File: src/rtl/feature_pkg.sv
// Shared types and helpers for the feature-side front end of the systolic array.
package feature_pkg;

    localparam int N_ROWS_ARRAY_DEF = 4;
    localparam int I_WIDTH_DEF      = 8;

    typedef enum logic [1:0] {
        IDLE  = 2'd0,
        FILL  = 2'd1,
        SERVE = 2'd2
    } feeder_state_t;

    typedef logic [N_ROWS_ARRAY_DEF-1:0][I_WIDTH_DEF-1:0] feature_word_t;

    function automatic int depth_of(input int addr_width);
        return 1 << addr_width;
    endfunction

endpackage

File: src/rtl/feature_feeder_skew_line.sv
// Fixed-length delay line used to diagonally skew one feature row.
module skew_line #(
    parameter int WIDTH = 8,
    parameter int DELAY = 0
) (
    input  logic             clk,
    input  logic             rst_n,
    input  logic             flush,
    input  logic [WIDTH-1:0] d,
    output logic [WIDTH-1:0] q
);

    generate
        if (DELAY == 0) begin : g_pass
            // Row 0 needs no extra stages; the control inputs are intentionally unused here.
            logic unused_ctrl;
            assign unused_ctrl = &{1'b0, clk, rst_n, flush};
            assign q = d;
        end else begin : g_pipe
            logic [WIDTH-1:0] stage [DELAY];

            always_ff @(posedge clk) begin
                if (!rst_n || flush) begin
                    for (int i = 0; i < DELAY; i++) stage[i] <= '0;
                end else begin
                    stage[0] <= d;
                    for (int i = 1; i < DELAY; i++) stage[i] <= stage[i-1];
                end
            end

            assign q = stage[DELAY-1];
        end
    endgenerate

endmodule

File: src/rtl/feature_feeder.sv
// Captures one feature tile from a valid/ready stream, then replays it once per
// weight round as a diagonally skewed per-row vector for the systolic array.
module feature_feeder
    import feature_pkg::*;
#(
    parameter int N_ROWS_ARRAY             = 4,
    parameter int I_WIDTH                  = 8,
    parameter int INPUT_FEATURE_ADDR_WIDTH = 5,
    parameter int LEN_WIDTH                = INPUT_FEATURE_ADDR_WIDTH + 1
) (
    input  logic                              clk_i,
    input  logic                              general_rst_n_i,
    input  logic [LEN_WIDTH-1:0]              feature_len_i,
    input  logic                              start_fill_i,
    input  logic [N_ROWS_ARRAY*I_WIDTH-1:0]   s_data_i,
    input  logic                              s_valid_i,
    output logic                              s_ready_o,
    output logic                              fill_done_o,
    input  logic                              rd_feature_ld_i,
    output logic [I_WIDTH-1:0]                feature_row_o [0:N_ROWS_ARRAY-1],
    output logic [N_ROWS_ARRAY-1:0]           feature_valid_o,
    output logic                              end_feature_o
);

    localparam int                   DEPTH   = depth_of(INPUT_FEATURE_ADDR_WIDTH);
    localparam logic [LEN_WIDTH-1:0] DEPTH_L = LEN_WIDTH'(DEPTH);
    localparam logic [LEN_WIDTH-1:0] ONE_L   = LEN_WIDTH'(1);
    localparam int                   WORD_W  = N_ROWS_ARRAY * I_WIDTH;

    feeder_state_t        state, state_nxt;
    logic [LEN_WIDTH-1:0] wr_ptr, rd_ptr, len_q;
    logic [LEN_WIDTH-1:0] rd_ptr_inc, len_clamped;
    logic                 wr_en, rd_en, fill_complete, end_nxt;
    logic [WORD_W-1:0]    mem [DEPTH];
    logic [WORD_W-1:0]    base_data;
    logic                 base_valid;

    assign len_clamped = (feature_len_i > DEPTH_L) ? DEPTH_L : feature_len_i;
    assign rd_ptr_inc  = (rd_ptr < len_q) ? rd_ptr + ONE_L : rd_ptr;
    assign end_nxt     = (state == SERVE) && rd_feature_ld_i && !start_fill_i &&
                         (rd_ptr_inc == len_q);

    always_ff @(posedge clk_i) begin
        if (!general_rst_n_i) state <= IDLE;
        else                  state <= state_nxt;
    end

    // A start pulse restarts the fill from any state.
    always_comb begin
        state_nxt = state;
        if (start_fill_i) begin
            state_nxt = FILL;
        end else begin
            case (state)
                FILL:    if (fill_complete) state_nxt = SERVE;
                default: state_nxt = state;
            endcase
        end
    end

    always_comb begin
        s_ready_o     = 1'b0;
        wr_en         = 1'b0;
        rd_en         = 1'b0;
        fill_complete = 1'b0;
        case (state)
            FILL: begin
                s_ready_o     = (wr_ptr < len_q);
                wr_en         = s_ready_o && s_valid_i && !start_fill_i;
                // Complete on the last write itself so fill_done follows it by one cycle.
                fill_complete = (wr_ptr == len_q) ||
                                (wr_en && ((wr_ptr + ONE_L) == len_q));
            end
            SERVE: rd_en = rd_feature_ld_i && (rd_ptr < len_q) && !start_fill_i;
            default: ;
        endcase
    end

    always_ff @(posedge clk_i) begin
        if (!general_rst_n_i) begin
            {wr_ptr, rd_ptr, len_q} <= '0;
            fill_done_o             <= 1'b0;
            end_feature_o           <= 1'b0;
        end else begin
            end_feature_o <= end_nxt;
            if (start_fill_i) begin
                len_q       <= len_clamped;
                wr_ptr      <= '0;
                rd_ptr      <= '0;
                fill_done_o <= 1'b0;
            end else begin
                if (wr_en) wr_ptr <= wr_ptr + ONE_L;
                if ((state == FILL) && fill_complete) fill_done_o <= 1'b1;
                // Dropping the read enable rewinds the tile for the next weight round.
                if ((state == SERVE) && rd_feature_ld_i) rd_ptr <= rd_ptr_inc;
                else                                     rd_ptr <= '0;
            end
        end
    end

    always_ff @(posedge clk_i) begin
        if (wr_en) mem[wr_ptr[INPUT_FEATURE_ADDR_WIDTH-1:0]] <= s_data_i;
    end

    always_ff @(posedge clk_i) begin
        if (!general_rst_n_i) begin
            base_data  <= '0;
            base_valid <= 1'b0;
        end else begin
            base_valid <= rd_en;
            base_data  <= rd_en ? mem[rd_ptr[INPUT_FEATURE_ADDR_WIDTH-1:0]] : '0;
        end
    end

    generate
        for (genvar r = 0; r < N_ROWS_ARRAY; r++) begin : g_row
            logic [I_WIDTH:0] row_q;

            skew_line #(
                .WIDTH (I_WIDTH + 1),
                .DELAY (r)
            ) u_skew (
                .clk   (clk_i),
                .rst_n (general_rst_n_i),
                .flush (start_fill_i),
                .d     ({base_valid, base_data[r*I_WIDTH +: I_WIDTH]}),
                .q     (row_q)
            );

            assign feature_row_o[r]   = row_q[I_WIDTH-1:0];
            assign feature_valid_o[r] = row_q[I_WIDTH];
        end
    endgenerate

endmodule
File: config.mk
export PLATFORM = sky130hd
export DESIGN_NAME = feature_feeder
export DESIGN_NICKNAME = d
export VERILOG_FILES = /design/src/rtl/feature_pkg.sv /design/src/rtl/feature_feeder_skew_line.sv /design/src/rtl/feature_feeder.sv
export SDC_FILE = /design/constraint.sdc
export NUM_CORES = 1
export LEC_CHECK = 0
export BUFFER_PORTS_ARGS = -buffer_cell sky130_fd_sc_hd__buf_2
export CAP_MARGIN = 10
export CORE_MARGIN = 4
export CORE_UTILIZATION = 33
export CTS_CLUSTER_DIAMETER = 80
export CTS_CLUSTER_SIZE = 10
export DETAILED_ROUTE_END_ITERATION = 12
export PLACE_DENSITY = 0.54
export SYNTH_ARGS = -nofsm -noshare
export SYNTH_HDL_FRONTEND = slang
export SYNTH_SLANG_ARGS = --single-unit
File: constraint.sdc
create_clock -name clk_i -period 5.2 [get_ports clk_i]
set_input_delay 0.78 -clock clk_i [delete_from_list [all_inputs] [get_ports clk_i]]
set_output_delay 0.78 -clock clk_i [all_outputs]
set_load 0.02 [all_outputs]
### Yosys cells after proc, flatten, opt, wreduce, memory -nomap -nowiden

Memory sizes are Yosys's and may differ from the RTL's. A register that Yosys moved wholly into a read port is not among the register bits.
Cells that the tools add are included.

| storage, ports and cells | value |
|---|---|
| input bits | 43 |
| word-level logic and storage cells | 72 |
| output and inout port bits | 39 |
| flip-flop bits (word level) | 23 |
| memories kept | 4 |
| bits in writable memories | 1,078 |

| cells by class | value |
|---|---|
| bitwise logic cells | 7 |
| $add $sub $neg | 2 |
| multiplexer cells | 21 |
| magnitude comparators | 3 |
| reductions and logical operators | 22 |
| equality and inequality tests | 5 |

Memories:

| memory | depth | width | rd ports | clocked after Yosys merged registers in | write ports | RTL line | text |
|---|---|---|---|---|---|---|---|
| mem | 32 | 32 | 1 | 1 | 1 | feature_feeder.sv:34 | `logic [WORD_W-1:0] mem [DEPTH];` |
| g_row[3].u_skew.g_pipe.stage | 3 | 9 | 3 | 0 | 3 | feature_feeder_skew_line.sv:20 | `logic [WIDTH-1:0] stage [DELAY];` |
| g_row[2].u_skew.g_pipe.stage | 2 | 9 | 2 | 0 | 2 | feature_feeder_skew_line.sv:20 |  |
| g_row[1].u_skew.g_pipe.stage | 1 | 9 | 1 | 0 | 1 | feature_feeder_skew_line.sv:20 |  |

Operators by type and width:

| operator | number |
|---|---|
| $mux 9 | 6 |
| $eq 6x6->1 | 3 |
| $mux 1 | 13 |
| $add 6x1->6 const B | 2 |
| $lt 6x6->1 | 2 |
| $mux 6 | 2 |
| $logic_and 1x1->1 | 9 |
| $reduce_or 9->1 | 1 |
| $gt 6x6->1 const B | 1 |
| $reduce_and 2->1 | 3 |
| $or 1x1->1 | 5 |
| $reduce_bool 2->1 | 2 |
| $logic_not 1->1 | 3 |
| $reduce_or 3->1 | 1 |
| $eq 2x1->1 const B | 1 |
| $eq 2x2->1 const B | 1 |
| $logic_or 1x1->1 | 2 |
| $not 1->1 | 2 |
| $reduce_or 2->1 | 1 |

### Logic depth before layout (Yosys ltp)

| depth | value |
|---|---|
| depth in word-level cells | 9 |
| gate-level depth with buffers | 10 |
| gate-level depth less buffers | 8 |

### Hierarchy

Synthesis repeated with hierarchy kept, for this count alone.

| unflattened totals | value |
|---|---|
| cell total of the unflattened synthesis | 1,887 |
| area total of the unflattened synthesis | 42,956.2 µm² |

Modules (own cells, without submodules):

| module | seq. area each (µm²) | cells each | times used | area an instance (µm²) |
|---|---|---|---|---|
| feature_feeder | 31,830.5 | 1,746 | 1 | 41,113.2 |
| skew_line at g_row[3].u_skew | 540.5 | 67 | 1 | 898.4 |
| skew_line at g_row[2].u_skew | 360.3 | 47 | 1 | 618.1 |
| skew_line at g_row[1].u_skew | 180.2 | 18 | 1 | 259.0 |
| skew_line at g_row[0].u_skew | 0.0 | 9 | 1 | 67.6 |

### Worst setup path before layout

Ideal clock, no wire load.

| timing path | value |
|---|---|
| path kind | reg2reg |
| start | register len_q[4] |
| end | memory mem[31][0] (netlist name), enable pin |
| setup time | 0.421 ns |
| arrival | 3.105 ns |
| path slack | 1.674 ns |
| data required time | 4.779 ns |
| stages on the path, launching flop included | 10 |
| period minus slack after synthesis | 3.526 ns |
| buffers on the path | 2 |
| cells stage by stage | dfxtp_1 inv_1 ha_1 nand4_1 o21bai_1 and3_1 clkbuf_1 nand2_1 clkbuf_1 nor2_1 |

| between the ends | value |
|---|---|
| word-level cells in the longest chain between the ends | 6 |

Ends and longest elaborated chain:

| what | RTL line | text |
|---|---|---|
| start, declared | feature_feeder.sv:31 | `logic [LEN_WIDTH-1:0] wr_ptr, rd_ptr, len_q;` |
| start signal, assigned | feature_feeder.sv:87 | `len_q <= len_clamped;` |
| $lt 6x6->1 | feature_feeder.sv:68 | `s_ready_o = (wr_ptr < len_q);` |
| $logic_and 1x1->1 (2 in a row) | feature_feeder.sv:69 | `wr_en = s_ready_o && s_valid_i && !start_fill_i;` |
| $mux 1 | feature_feeder.sv:66 | `case (state)` |
| $mux 1 | feature_feeder.sv:102 | `if (wr_en) mem[wr_ptr[INPUT_FEATURE_ADDR_WIDTH-1:0]] <= s_data_i;` |
| $mux 1 (implied by the code) | feature_feeder.sv:102 |  |
| end, declared | feature_feeder.sv:34 |  |

No other way between the ends.

### Final worst setup path

| timing path | value |
|---|---|
| start | register wr_ptr[2] |
| end | memory mem[10][7] (netlist name), enable pin |

| between the ends | value |
|---|---|
| word-level cells in the longest chain between the ends | 6 |

Ends and longest elaborated chain:

| what | RTL line | text |
|---|---|---|
| start, declared | feature_feeder.sv:31 |  |
| start signal, assigned | feature_feeder.sv:92 | `if (wr_en) wr_ptr <= wr_ptr + ONE_L;` |
| $lt 6x6->1 | feature_feeder.sv:68 |  |
| $logic_and 1x1->1 (2 in a row) | feature_feeder.sv:69 |  |
| $mux 1 | feature_feeder.sv:66 |  |
| $mux 1 | feature_feeder.sv:102 |  |
| $mux 1 (implied by the code) | feature_feeder.sv:102 |  |

Several ways; a longest one is shown, not always the timed one.

==> out/qor.csv <==
metric,value,unit
status,completed,
Die Width,368,µm
crit end category,flop,
clk_lat worst skew,750,ps
crit share post-route,72.0,%
Critical Path RT,5650,ps
DIE AREA,135000,µm²
ANT nets after route,0,
root buf cell,clkbuf_16,
critical setup path kind,reg2reg,
share of cells above drive strength 1,31.1,%
critical path startpoint category,flop,
Mapped Area,42700,µm²
Setup Skew,23.8,ps
# setup viols final,0,
CTS Sinks,1129,
drt wl/cell,28.7,µm
Mean Syn Cell Area,22.7,µm²
CTS tree,yes,
Post-CTS Resized,0,
Synth cell types,40,
"area leader, netlist",edfxtp_1,
synthesized net count,1941,
DR pass1 iterations,5,
Starting Density,33.4,%
warnings from Yosys,0,
Vias,19684,
Final Slew Violations,0,
Final nets,2094,
GRT Resource Usage Total,16.4,%
First DRT Iteration DRCs,2235,
Final Hold Viols,0,
minimum clock period,3740,ps
worst hold margin,323,ps
core area,128000,µm²
Min-Delay Path Class,in2reg,
FP Rows,131,
initial antenna violation count,10,
Post-CTS Repair Setup Buffers,0,
number of remaining DRC errors,0,
ys async rst share,0,%
I/O Pins,82,
worst slew pin tran,1060,ps
area delta synth->final,15.3,%
Area contributors post-synth,"edfxtp_1, mux4_2, dfxtp_1",
TritonCTS Buffers,132,
highest net fanout along the worst path,24,
largest net degree at the start of global routing,64,
detailed placer's ending HPWL,67600,µm
leakage,14.9,nW
Clock transition at path regs,60,ps
setup ws final,1460,ps
hold_buf cts,0,
most common flop cell mapped by yosys,edfxtp_1,
Max clock buf depth,3,
Rel. slew slack,29.3,%
"worst slack, placed",1270,ps
vias in the first global route,20336,
Max-Cap Viols,0,
FMAX,267,MHz
grt ovf,0,
register area share after synthesis,76.9,%
RePlAce Congestion,0.795,
placed cells,3630,
# port buffers,81,
power per cell area,376,nW/µm²
RSZ-0062 raised after global routing,false,
die height,368,µm
Max VDD drop,0.000339,V
Non-Filler Instances,3842,
cells after synthesis,1882,
Worst Path Arrival,4190,ps
Commonest cells post-synth,"edfxtp_1, mux4_2, dfxtp_1, nor2_1, and2_1",
htree depth,4,
DR vias/cell,5.12,
share of the synthesized area in the top cell type,72.0,%
Sum Neg Setup Slack,0,ps
final WL,110000,µm
cell with the most instances after synthesis,edfxtp_1,
first-pass GRT wire length,158000,µm
Synth Register Bits,1129,
"EDFF count, synth",1024,
placed cells by master (no fill, tap or decap), drive strengths merged, types with 5 or more instances in the layout:
master | Yosys | final
dfxtp | 105 | 105
nand3 | 6 | 6
inv | 10 | 20
xnor2 | 8 | 8
ha | 16 | 16
nand4 | 5 | 5
mux2i | 35 | 35
o21ai | 6 | 6
and2 | 57 | 57
clkbuf | 47 | 195
nor2b | 6 | 6
a21oi | 9 | 9
xor2 | 13 | 13
buf | 75 | 141
mux4 | 320 | 320
edfxtp | 1024 | 1024
nand2b | 8 | 8
nand2 | 20 | 20
nor2 | 82 | 82
stage by stage:
| step | power [W] | area, µm² | util [%] |
|---|---|---|---|
| final | 0.0185 | 49200 | 38.5 |
| after global placement | 0.0104 | 45500 | 35.5 |
| after global routing | 0.0191 | 49200 | 38.5 |
| after floorplan | 0.0102 | 42700 | - |
| after CTS | 0.0187 | 49200 | 38.5 |
| after detailed placement | 0.0104 | 45500 | 35.5 |
report_power, final:
| group | switching [W] | internal (W) | total (W) |
|---|---|---|---|
| combinational | 0.000228 | 0.0000484 | 0.000276 |
| clock | 0.00351 | 0.00481 | 0.00832 |
| sequential | 0.00000558 | 0.00990 | 0.00990 |
| total | 0.00374 | 0.0148 | 0.0185 |
worst paths after layout:
path / to / slack, ps / from / cells past startpoint
min: len_q[0] / 320 / feature_len_i[0] / 3
max reg2reg: mem[10][7] / 1460 / wr_ptr[2] / 7
max: mem[10][7] / 1460 / wr_ptr[2] / 7
min reg2reg: g_row[3].u_skew.g_pipe.stage[0][11] / 420 / g_row[3].u_skew.g_pipe.stage[0][2] / 1
critical path: stages, from the launching register on:
cell	delay [ps]
dfxtp_1	610
ha_1	320
nand4_1	130
o21bai_1	140
and3_1	420
nand2_1	630
nor2_4	900
buf_4	280
state kept, by name (all words and copies together), names as in the netlist:
| name | count |
|---|---|
| end_feature_o | 1 |
| state | 2 |
| g_row.u_skew.g_pipe.stage | 51 |
| mem | 1024 |
| len_q | 6 |
| wr_ptr | 6 |
| base_valid | 1 |
| base_data | 32 |
| rd_ptr | 6 |
final cells by class:
class	instances	area, µm²
fillers	11385	78800
multi-input cells	621	9420
repair buffers	141	968
flip-flops and latches	1129	32900
clock buffers	195	3630
diodes	4	10.0
clock inverters	13	141
inverters	10	37.5
well taps	1729	2160
routing by layer:
| metal | global-route usage, % | wire length (µm) |
|---|---|---|
| met1 | 23.9 | 49000 |
| met5 | 0 | 0 |
| met2 | 24.6 | 50600 |
| met4 | 4.02 | 2320 |
| met3 | 4.23 | 8310 |
cells by family after synthesis:
family	count (synthesis)	share of synthesized area (%)
multiplexers	355	17.7
adder cells (fa/ha/maj)	16	0.469
AO/OA/AOI/OAI	28	0.481
buffers and inverters	132	1.59
AND/OR/NAND/NOR	200	2.33
flip-flops	1129	76.9
XOR/XNOR	22	0.484
Power figures use the tool's default switching activity.
